<file path="config.mk">
export PLATFORM = sky130hd
export DESIGN_NAME = sram_ctrl
export DESIGN_NICKNAME = d
export VERILOG_FILES = /design/src/rtl/sram_ctrl_pkg.sv /design/src/rtl/wait_counter.sv /design/src/rtl/sram_ctrl.sv
export SDC_FILE = /design/constraint.sdc
export NUM_CORES = 1
export LEC_CHECK = 0
export CORE_MARGIN = 3
export CORE_UTILIZATION = 42
export CTS_CLUSTER_SIZE = 10
export DETAILED_ROUTE_END_ITERATION = 8
export PLACE_DENSITY = 0.79
export SETUP_SLACK_MARGIN = 0.05
export SYNTH_ARGS = -nofsm -noshare
export SYNTH_HDL_FRONTEND = slang
export SYNTH_SLANG_ARGS = --single-unit
</file>
<file path="constraint.sdc">
create_clock -name clk1 -period 3 [get_ports clk1]
set_input_delay 0.9 -clock clk1 [delete_from_list [all_inputs] [get_ports clk1]]
set_output_delay 0.9 -clock clk1 [all_outputs]
set_load 0.01 [all_outputs]
</file>
<file path="src/rtl/sram_ctrl_pkg.sv">
// Shared types and constants for the asynchronous SRAM controller.
// The wait-state defaults are also used by the testbench.
package sram_ctrl_pkg;

  localparam int unsigned CntW = 4;

  localparam int unsigned DefRdWait  = 2;
  localparam int unsigned DefWrSetup = 1;
  localparam int unsigned DefWrPulse = 2;

  typedef enum logic [2:0] {
    StIdle,
    StRdAccess,
    StWrSetup,
    StWrPulse,
    StWrHold,
    StTurn
  } state_t;

endpackage

</file>
<file path="src/rtl/wait_counter.sv">
// Loadable down-counter used to time SRAM access phases; load has priority over enable.
// The count saturates at zero so that a stray enable cannot wrap it.
module wait_counter
  import sram_ctrl_pkg::*;
(
  input  logic            clk_i,
  input  logic            rst_ni,
  input  logic            load_i,
  input  logic [CntW-1:0] load_val_i,
  input  logic            en_i,
  output logic            zero_o
);

  logic [CntW-1:0] cnt_d, cnt_q;

  always_comb begin
    cnt_d = cnt_q;
    if (load_i) begin
      cnt_d = load_val_i;
    end else if (en_i && (cnt_q != '0)) begin
      cnt_d = cnt_q - 1'b1;
    end
  end

  always_ff @(posedge clk_i or negedge rst_ni) begin
    if (!rst_ni) begin
      cnt_q <= '0;
    end else begin
      cnt_q <= cnt_d;
    end
  end

  assign zero_o = (cnt_q == '0);

endmodule

</file>
<file path="src/rtl/sram_ctrl.sv">
// Memory-side responder sequencing the enables of an external asynchronous SRAM.
// Every output is a flop; a TURN cycle after each read keeps the data bus from contending.
module sram_ctrl
  import sram_ctrl_pkg::*;
#(
  parameter int unsigned ADR_W    = 8,
  parameter int unsigned DATA_W   = 16,
  parameter int unsigned RD_WAIT  = DefRdWait,
  parameter int unsigned WR_SETUP = DefWrSetup,
  parameter int unsigned WR_PULSE = DefWrPulse
) (
  input  logic              clk1,
  input  logic              reset,
  input  logic              req,
  input  logic              MemWrite,
  input  logic [ADR_W-1:0]  Adr,
  input  logic [DATA_W-1:0] WrData,
  output logic [DATA_W-1:0] RdData,
  output logic              ready,
  output logic              busy,
  output logic [ADR_W-1:0]  sram_adr,
  output logic              sram_ce_n,
  output logic              sram_oe_n,
  output logic              sram_we_n,
  output logic [DATA_W-1:0] sram_dout,
  output logic              sram_doe,
  input  logic [DATA_W-1:0] sram_din
);

  localparam logic [CntW-1:0] RdLd    = CntW'(RD_WAIT - 1);
  localparam logic [CntW-1:0] SetupLd = CntW'(WR_SETUP - 1);
  localparam logic [CntW-1:0] PulseLd = CntW'(WR_PULSE - 1);

  state_t              state_d, state_q;
  logic [DATA_W-1:0]   rd_data_d, rd_data_q;
  logic [DATA_W-1:0]   dout_d, dout_q;
  logic [ADR_W-1:0]    adr_d, adr_q;
  logic                ready_d, ready_q;
  logic                busy_d, busy_q;
  logic                ce_n_d, ce_n_q;
  logic                oe_n_d, oe_n_q;
  logic                we_n_d, we_n_q;
  logic                doe_d, doe_q;

  logic                cnt_load;
  logic [CntW-1:0]     cnt_val;
  logic                cnt_en;
  logic                cnt_zero;

  wait_counter u_wait_counter (
    .clk_i      (clk1),
    .rst_ni     (reset),
    .load_i     (cnt_load),
    .load_val_i (cnt_val),
    .en_i       (cnt_en),
    .zero_o     (cnt_zero)
  );

  always_comb begin
    state_d   = state_q;
    rd_data_d = rd_data_q;
    dout_d    = dout_q;
    adr_d     = adr_q;
    ready_d   = 1'b0;
    ce_n_d    = ce_n_q;
    oe_n_d    = oe_n_q;
    we_n_d    = we_n_q;
    doe_d     = doe_q;
    cnt_load  = 1'b0;
    cnt_val   = '0;
    cnt_en    = 1'b0;

    unique case (state_q)
      StIdle: begin
        if (req) begin
          adr_d    = Adr;
          ce_n_d   = 1'b0;
          cnt_load = 1'b1;
          if (MemWrite) begin
            dout_d  = WrData;
            doe_d   = 1'b1;
            we_n_d  = 1'b1;
            cnt_val = SetupLd;
            state_d = StWrSetup;
          end else begin
            oe_n_d  = 1'b0;
            cnt_val = RdLd;
            state_d = StRdAccess;
          end
        end
      end
      StRdAccess: begin
        if (cnt_zero) begin
          rd_data_d = sram_din;
          ready_d   = 1'b1;
          oe_n_d    = 1'b1;
          ce_n_d    = 1'b1;
          state_d   = StTurn;
        end else begin
          cnt_en = 1'b1;
        end
      end
      StWrSetup: begin
        if (cnt_zero) begin
          we_n_d   = 1'b0;
          cnt_load = 1'b1;
          cnt_val  = PulseLd;
          state_d  = StWrPulse;
        end else begin
          cnt_en = 1'b1;
        end
      end
      StWrPulse: begin
        if (cnt_zero) begin
          we_n_d  = 1'b1;
          ready_d = 1'b1;
          state_d = StWrHold;
        end else begin
          cnt_en = 1'b1;
        end
      end
      StWrHold: begin
        ce_n_d  = 1'b1;
        doe_d   = 1'b0;
        state_d = StIdle;
      end
      StTurn: begin
        state_d = StIdle;
      end
      default: begin
        state_d = StIdle;
      end
    endcase

    // Registered so busy reflects the state without a decode after the flop.
    busy_d = (state_d != StIdle);
  end

  always_ff @(posedge clk1 or negedge reset) begin
    if (!reset) begin
      state_q   <= StIdle;
      rd_data_q <= '0;
      dout_q    <= '0;
      adr_q     <= '0;
      ready_q   <= 1'b0;
      busy_q    <= 1'b0;
      ce_n_q    <= 1'b1;
      oe_n_q    <= 1'b1;
      we_n_q    <= 1'b1;
      doe_q     <= 1'b0;
    end else begin
      state_q   <= state_d;
      rd_data_q <= rd_data_d;
      dout_q    <= dout_d;
      adr_q     <= adr_d;
      ready_q   <= ready_d;
      busy_q    <= busy_d;
      ce_n_q    <= ce_n_d;
      oe_n_q    <= oe_n_d;
      we_n_q    <= we_n_d;
      doe_q     <= doe_d;
    end
  end

  assign RdData    = rd_data_q;
  assign ready     = ready_q;
  assign busy      = busy_q;
  assign sram_adr  = adr_q;
  assign sram_ce_n = ce_n_q;
  assign sram_oe_n = oe_n_q;
  assign sram_we_n = we_n_q;
  assign sram_dout = dout_q;
  assign sram_doe  = doe_q;

endmodule

</file>
# ---- After elaboration in Yosys (flattened, before gate mapping)
# Cells that the tools add are included.
# Widths: inputs -> output; s select.
dict set report op_classes {
  addsub 1
  eq_ne 10
  n_mux 29
  n_reduce_logical 19
}
# cell n
set op_table {}
lappend op_table {{$mux 1} 15}
lappend op_table {{$mux 3} 4}
lappend op_table {{$ne 2x2->1 const B} 6}
lappend op_table {{$pmux 3 s4} 1}
lappend op_table {{$reduce_and 3->1} 3}
lappend op_table {{$reduce_bool 3->1} 3}
lappend op_table {{$mux 4} 2}
lappend op_table {{$pmux 1 s2} 4}
lappend op_table {{$eq 3x2->1 const B} 2}
lappend op_table {{$pmux 1 s3} 2}
lappend op_table {{$reduce_bool 2->1} 3}
lappend op_table {{$reduce_and 5->1} 1}
lappend op_table {{$logic_not 4->1} 1}
lappend op_table {{$reduce_and 2->1} 2}
lappend op_table {{$reduce_and 4->1} 1}
lappend op_table {{$reduce_bool 4->1} 1}
lappend op_table {{$sub 4x1->4 const B} 1}
lappend op_table {{$eq 3x1->1 const B} 1}
lappend op_table {{$eq 3x3->1 const B} 1}
lappend op_table {{$logic_not 3->1} 1}
lappend op_table {{$reduce_or 3->1} 1}
lappend op_table {{$mux 2} 1}
lappend op_table {{$reduce_or 2->1} 1}
lappend op_table {{$logic_and 1x1->1} 1}
dict set report word_totals {
  register_bits 53
  inputBits 44
  out_inout_bits 46
  word_cells 70
}

# ---- Longest topological paths before layout
# Gate-level depths: netlist of the first run.
dict set report logic_depth {
  depth_word 6
  ltp_mapped 7
  depth_no_buf 5
}

# ---- By module
# From an unflattened synthesis of the first run, not the netlist that was laid out.
dict set report hier_totals {
  hier_cells 158
  area_unflattened_um2 2288.4
}
# mod n_inst cells_per_inst area_each_um2 seq_area_each_um2
set modules_own_cells {}
lappend modules_own_cells {sram_ctrl 1 131 2018.2 1229.9}
lappend modules_own_cells {wait_counter 1 27 270.3 100.1}

# ---- Worst setup path before layout of the first run
# Ideal clock, no wire load.
dict set report synth_path {
  path_kind {register -> register}
  from {register u_wait_counter.cnt_q[0]}
  to {register rd_data_q[10], in the netlist RdData[10]}
  setup_time_ns 0.125
  arrival_time_ns 2.023
  t_required_ns 2.875
  path_slack_ns 0.852
  path_stages_with_launch 8
  n_path_buf 2
  synth_period_minus_slack_ns 2.148
  cell_sequence {dfrtp_1 inv_1 ha_1 or3b_4 or4_4 buf_6 buf_12 mux2_4}
}
dict set report synth_via {
  elab_chain_len 2
}
# element line
set synth_lines {}
lappend synth_lines {{start: declaration} wait_counter.sv:14} ;# logic [CntW-1:0] cnt_d, cnt_q;
lappend synth_lines {{start signal: assignment} wait_counter.sv:29} ;# cnt_q <= cnt_d;
lappend synth_lines {{$logic_not 4->1} wait_counter.sv:33} ;# assign zero_o = (cnt_q == '0);
lappend synth_lines {{$reduce_and 2->1 (no source line)} --}
lappend synth_lines {{end signal: assignment} sram_ctrl.sv:153} ;# rd_data_q <= rd_data_d;
lappend synth_lines {{end: declaration} sram_ctrl.sv:35} ;# logic [DATA_W-1:0] rd_data_d, rd_data_q;
# Every way passes these cells.
# A chain may end at the register's enable or synchronous reset.

# ---- Final worst setup path of the first run
dict set report layout_path {
  from {register we_n_q, in the netlist sram_we_n}
  to {output sram_we_n}
}
# element line
set layout_lines {}
lappend layout_lines {{start: declaration} sram_ctrl.sv:42} ;# logic we_n_d, we_n_q;
lappend layout_lines {{start signal: assignment} sram_ctrl.sv:160} ;# we_n_q <= we_n_d;
lappend layout_lines {{end: declaration} sram_ctrl.sv:24} ;# output logic sram_we_n,
# No word-level cell between the ends.

==> out/qor.yml, run 1 <==
worst_setup_path:
  cp.buffers_inverters: 1
  reg2reg_slack_ns: 0.78
  start_kind: "register"
  reg2reg_from: "u_wait_counter.cnt_q[0]$_DFFE_PN0P_"
  cpMaxStageDelayCell: "dfstp_2"
  crit_fanout: 3
  startpoint: "sram_we_n$_DFFE_PN1P_"
  path_cells: "clkdlybuf4s50_1"
  slowest_delay_ns: 0.55
  arrival_ns: 1.40
  r2r-end: "RdData[11]$_DFFE_PN0P_"
  path_delay_family: "flip-flops"
  crit_cells: 1
  crit_path_end_kind: "output pin"
  endpoint: "sram_we_n"
  worstRegToRegCells: 5
  required_ns: 2.10
  path_class: "reg2out"
synth:
  yosysWarnings: 0
  mappedNetlistNets: 196
  ys.flop_type: "dfrtp_1"
  syn_inst: 151
  yosysTopAreaCell: "dfrtp_1"
  synth-edff-count: 0
  synth_area_um2: 2190
  seq_area_frac_synth_pct: 60.8
  synth.avg_cell_area_um2: 14.5
  synthMuxAreaShare_pct: 22.2
  synthDistinctLibCells: 35
  ys_top_cells_by_area: "dfrtp_1 (57%), mux2_2 (16%), mux2_4 (6.2%)"
  synthXorXnorAreaFrac_pct: 0
  yosys.area.top_type_share_pct: 57.2
  synth-simple-area-share_pct: 7.56
  synth_adder_area_share_pct: 0.572
  synthArstFlopShare_pct: 100
  synth_top_family_by_area: "multiplexers"
  ys_ff_latch: 53
  synth_compound_area_share_pct: 5.90
timing:
  setup_violations: 0
  finalClockSkew_ns: 0.00547
  maxSlewViolCount: 0
  hold_viol_final: 0
  rsz0062_at_grt: "false"
  hold_ws_ns: 0.494
  period_minus_slack_ns: 2.30
  finalWorstSetupSlack_ns: 0.704
  finalCritPeriodShare_pct: 76.5
  fmax_mhz: 436
  setup_tns_ns: 0
  worst_pin_slew_ns: 0.730
  max_slew_margin_pct: 51.2
drt:
  drt.antenna.violating_nets: 0
  drtPass1Iterations: 4
  vias: 1578
  vias_per_cell: 5.04
  wl_per_cell_um: 15.5
  wirelength_mm: 4.84
  drt_iter0_drc: 78
  drc_errors: 0
pwr:
  powerDensity_nw_per_um2: 1020
  swShare_pct: 31.5
  ir_drop_v: 0.000521
  p_sw_uw: 1040
  internal_power_uw: 2250
  power.share.clock_pct: 11.6
  p_comb_share_pct: 48.7
  leakage_uw: 0.00139
  pwr-share-seq_pct: 39.6
floorplanning:
  fp-row-count: 25
  ios: 90
  die_h_um: 78.1
  coreArea_um2: 4880
  die_x_um: 78.1
  start_util_pct: 44.8
  dieArea_um2: 6110
run:
  maxCapViolations: 0
place:
  place_congestion: 0.771
  pre_cts_slack_ns: 0.584
  hpwl_mm: 3.53
  placedCellCount: 305
  io_buffers: 89
clock_tree:
  cts_tree: "built"
  cts_sinks: 53
  clkTransAtPathRegs_ns: 0.09
  clk_path_buf_depth: 2
  h-tree-depth: 2
  clock_latency_ns: 0.30
  root_buffer: "clkbuf_8"
  cts_setup_buffers: 0
  cts_resized: 0
  cts_made_buffers: 5
  hold_buffers: 0
cells_and_area:
  layout_common_cells: "clkdlybuf4s50_1 (88), dfrtp_1 (50), mux2_2 (31)"
  antenna_cells: 0
  final_common_cell: "clkdlybuf4s50_1"
  final-instance-count-excl-fill: 313
  fillers: 382
  area_growth_pct: 47.4
  drive_above_1_share_pct: 25.2
  finalCoreUtilization_pct: 66.0
  nNetsFinal: 290
global_routing:
  grt_pass1_vias: 1663
  antenna_found_initial: 0
  grt_pass1_wl_mm: 7.97
  overflow: 0
  grt.total_usage_pct: 16.6
  grt_max_degree: 54
outcome:
  status: "finished clean"
hold_path:
  holdCritPathClass: "reg2reg"
==> registers in the layout, indices dropped and copies added (netlist names) <==
register	flops
RdData	16
sram_dout	16
sram_adr	8
u_wait_counter.cnt_q	4
state_q	3
busy	1
ready	1
sram_ce_n	1
sram_doe	1
sram_oe_n	1
sram_we_n	1
==> final cells by class <==
type,instances,area (µm²),share of cell area (%)
Multi-Input combinational cell,87,791,24.5
Timing Repair Buffer,93,916,28.4
Sequential cell,53,1330,41.3
Inverter,5,18.8,0.583
Clock inverter,2,10.0,0.311
Tap cell,67,83.8,2.60
Clock buffer,6,72.6,2.25
==> power by group through the flow <==
stage / clock network, µW / registers, µW / logic, µW
CTS: 395 / 1310 / 1620
finish: 383 / 1300 / 1600
global route: 424 / 1360 / 1720
floorplan: 0 / 1420 / 688
global placement: 0 / 1300 / 1580
detailed placement: 0 / 1310 / 1610
==> worst min-delay path by stage <==
stage,startpoint,to,depth (start not counted)
CTS,sram_oe_n$_DFFE_PN1P_,sram_oe_n$_DFFE_PN1P_,2
global placement,sram_oe_n$_DFFE_PN1P_,sram_oe_n$_DFFE_PN1P_,2
global route,sram_dout[7]$_DFFE_PN0P_,sram_dout[7]$_DFFE_PN0P_,1
floorplan,sram_oe_n$_DFFE_PN1P_,sram_oe_n$_DFFE_PN1P_,2
detailed placement,sram_oe_n$_DFFE_PN1P_,sram_oe_n$_DFFE_PN1P_,2
finish,sram_oe_n$_DFFE_PN1P_,sram_oe_n$_DFFE_PN1P_,2
==> cell usage after synthesis, types with 2 or more instances <==
| master | n |
|---|---|
| a21oi_1 | 3 |
| a31oi_1 | 2 |
| clkbuf_1 | 4 |
| dfrtp_1 | 50 |
| dfstp_2 | 3 |
| inv_1 | 5 |
| mux2_2 | 31 |
| mux2_4 | 9 |
| nand2_1 | 4 |
| nor2_1 | 8 |
| nor2b_1 | 2 |
| nor3_1 | 2 |
| o21ai_0 | 6 |
==> cells by family after synthesis <==
group                      count (synthesis)
AOI/OAI and AO/OA                         19
buffers and inverters                     11
muxes                                     40
adders and majority gates                  1
DFF                                       53
and+or+nand+nor                           27
==> metal layers <==
layer,track usage (%),vias up,share of wire [%]
li1,-,730,-
met1,20.8,755,45
met2,26.5,85,44
met3,6.19,8,10
met4,5.77,0,1.5
met5,0,-,0
==> stage by stage <==
| step | instance area, µm² | total power, µW |
|---|---|---|
| global placement | 3140 | 2880 |
| floorplan | 2190 | 2110 |
| global route | 3220 | 3500 |
| CTS | 3220 | 3320 |
| finish | 3220 | 3290 |
| detailed placement | 3140 | 2930 |
Note: power is estimated with default switching activity, not from simulation.
==> run 2: changes to the inputs <==
--- a/config.mk
+++ b/config.mk
@@ -6,10 +6,10 @@
 export NUM_CORES = 1
 export LEC_CHECK = 0
 export CORE_MARGIN = 3
-export CORE_UTILIZATION = 42
+export CORE_UTILIZATION = 38
 export CTS_CLUSTER_SIZE = 10
 export DETAILED_ROUTE_END_ITERATION = 8
-export PLACE_DENSITY = 0.79
+export PLACE_DENSITY = 0.75
 export SETUP_SLACK_MARGIN = 0.05
 export SYNTH_ARGS = -nofsm -noshare
 export SYNTH_HDL_FRONTEND = slang
==> constraint.sdc (replaced) <==
create_clock -name clk1 -period 2.1 [get_ports clk1]
set_input_delay 0.63 -clock clk1 [delete_from_list [all_inputs] [get_ports clk1]]
set_output_delay 0.63 -clock clk1 [all_outputs]
set_load 0.01 [all_outputs]
==> out/qor.yml, run 2 (synthesis gave the netlist of run 1 again) <==
clock_tree:
  cts_sinks: 53  # unchanged
  clock_latency_ns: 0.30  # about the same
  root_buffer: "clkbuf_8"
  clkTransAtPathRegs_ns: 0.10  # about the same
  h-tree-depth: 2  # unchanged
  clk_path_buf_depth: 2  # unchanged
  hold_buffers: 0  # unchanged
  cts_tree: "built"
  cts_made_buffers: 5  # unchanged
global_routing:
  grt_pass1_vias: 1694  # +1.9%
  use_met1_pct: 20.3  # -0.46 points
  overflow: 0  # unchanged
  grt_pass1_wl_mm: 7.76  # -2.7%
  grtUsageMet2_pct: 22.8  # -3.7 points
  busiest_layer: "met2"
  met3_usage_pct: 4.82  # -1.4 points
  antenna_found_initial: 0  # unchanged
  grt_max_degree: 54  # unchanged
  grt.total_usage_pct: 15.1  # -1.4 points
pwr:
  internal_power_uw: 3480  # +55%
  p_comb_share_pct: 49.5  # +0.8 points
  leakage_uw: 0.00147  # +5.8%
  pwr-share-seq_pct: 36.8  # -2.8 points
  powerDensity_nw_per_um2: 1480  # +45%
  ir_drop_v: 0.000675  # +29%
  p_sw_uw: 1570  # +51%
  swShare_pct: 31.1  # -0.46 points
  power.share.clock_pct: 13.7  # +2.1 points
cells_and_area:
  antenna_cells: 0  # unchanged
  finalCoreUtilization_pct: 63.8  # -2.2 points
  drive_above_1_share_pct: 30.6  # +5.4 points
  layout_common_cells: "clkdlybuf4s50_1 (86), dfrtp_1 (50), mux2_2 (31)"
  design_area_um2: 3400  # +5.7%
  final-instance-count-excl-fill: 328  # +4.8%
  final_common_cell: "clkdlybuf4s50_1"
  nNetsFinal: 302  # +4.1%
  area_growth_pct: 55.8
run:
  maxCapViolations: 0  # unchanged
hold_path:
  holdCritPathClass: "in2async"
drt:
  drt_iter0_drc: 66  # -15%
  drc_errors: 0  # unchanged
  drtPass1Iterations: 5  # +1
  wl_per_cell_um: 14.9  # -3.6%
  vias_per_cell: 4.89  # -2.9%
  vias: 1605  # +1.7%
  drt.antenna.violating_nets: 0  # unchanged
  wirelength_mm: 4.89  # +1.0%
worst_setup_path:
  cpMaxStageDelayCell: "or4_4"
  start_kind: "register"
  crit_fanout: 4  # +1
  slowest_delay_ns: 0.47  # -0.08 ns
  r2r-end: "RdData[8]$_DFFE_PN0P_"
  worstRegToRegCells: 6  # +1
  required_ns: 2.29  # +0.19 ns
  arrival_ns: 2.25  # +0.85 ns
  path_cells: "inv_2 > ha_4 > or3b_4 > buf_6 > or4_4 > mux2_4"
  path_delay_family: "simple AND/OR/NAND/NOR gates"
  reg2reg_from: "u_wait_counter.cnt_q[0]$_DFFE_PN0P_"
  cp.buffers_inverters: 2  # +1
  crit_path_end_kind: "register"
  crit_cells: 6  # +5
  reg2reg_slack_ns: 0.05  # -0.73 ns
  startpoint: "u_wait_counter.cnt_q[0]$_DFFE_PN0P_"
  path_class: "reg2reg"
  endpoint: "RdData[8]$_DFFE_PN0P_"
timing:
  maxSlewViolCount: 0  # unchanged
  rsz0062_at_grt: "true"
  hold_ws_ns: 0.311  # -0.184 ns
  finalCritPeriodShare_pct: 97.6
  worst_pin_slew_ns: 0.609  # -0.121 ns
  finalClockSkew_ns: 0.00611  # +0.000641 ns
  setup_tns_ns: 0  # unchanged
  fmax_mhz: 488
  hold_viol_final: 0  # unchanged
  max_slew_margin_pct: 59.2  # +8.0 points
  period_minus_slack_ns: 2.05
  setup_violations: 0  # unchanged
place:
  io_buffers: 89  # unchanged
  place_congestion: 0.819  # +6.2%
  dpl_cell_area_um2: 3220  # +2.7%
  hpwl_mm: 3.29  # -6.8%
  placedCellCount: 315  # +3.3%
floorplanning:
  die_x_um: 81.8  # +4.7%
  dieArea_um2: 6700  # +9.7%
  start_util_pct: 41.0  # -3.8 points
  die_h_um: 81.8  # +4.7%
  ios: 90  # unchanged
  coreArea_um2: 5340  # +9.3%
  fp-row-count: 26  # +4.0%
outcome:
  status: "finished clean"
==> run 2: cell type report <==
cell class / count / area, µm²
clock buffers: 5 / 68.8
clock inverters: 3 / 46.3
fillers: 431 / 1930
inverters: 5 / 18.8
multi-input cells: 89 / 832
flip-flops and latches: 53 / 1330
well taps: 70 / 87.6
repair buffers: 103 / 1020
==> run 2: worst min path at each step <==
| stage | slack [ns] | cells past startpoint | to |
|---|---|---|---|
| floorplan | 0.33 | 0 | RdData[0]$_DFFE_PN0P_ |
| global placement | 0.48 | 2 | sram_oe_n$_DFFE_PN1P_ |
| detailed placement | 0.49 | 2 | sram_oe_n$_DFFE_PN1P_ |
| CTS | 0.32 | 2 | u_wait_counter.cnt_q[3]$_DFFE_PN0P_ |
| global route | 0.32 | 2 | u_wait_counter.cnt_q[3]$_DFFE_PN0P_ |
| finish | 0.31 | 2 | u_wait_counter.cnt_q[3]$_DFFE_PN0P_ |
==> run 2: layer usage <==
metal | wire, µm | part of all wire, %
met2 | 2220 | 45
met5 | 0 | 0
met4 | 59 | 1.2
met3 | 455 | 9.3
met1 | 2160 | 44
==> run 2: power groups by stage <==
stage | Clock (µW) | Combinational, µW | Sequential [µW]
after CTS | 714 | 2500 | 1860
after global placement | 0 | 2350 | 1850
after detailed placement | 0 | 2400 | 1850
after floorplan | 0 | 986 | 2030
final | 693 | 2500 | 1860
after global routing | 764 | 2710 | 1930
==> run 2: per-stage QoR <==
stage / setup WS [ns] / total power, µW
6_report: 0.0498 / 5060
5_1_grt: -0.00612 / 5400
4_1_cts: 0.0188 / 5070
3_5_place_dp: 0.0143 / 4250
3_3_place_gp: 0.0591 / 4190
2_1_floorplan: -0.0373 / 3020
==> run 2: repair_timing <==
item / 4_1_cts / 5_1_grt
pin swaps: 3 / 2
setup endpoints to repair: 17 / 12
gates resized for setup: 6 / 4
cloned: 2 / 0
setup buffers: 3 / 0
==> run 3: changes to the inputs <==
--- a/config.mk
+++ b/config.mk
@@ -7,6 +7,7 @@
 export LEC_CHECK = 0
 export CORE_MARGIN = 3
 export CORE_UTILIZATION = 38
+export CTS_CLUSTER_DIAMETER = 50
 export CTS_CLUSTER_SIZE = 10
 export DETAILED_ROUTE_END_ITERATION = 8
 export PLACE_DENSITY = 0.75
==> results of run 3 <==
Final layout, timing and power as in run 2 (identical DEF).
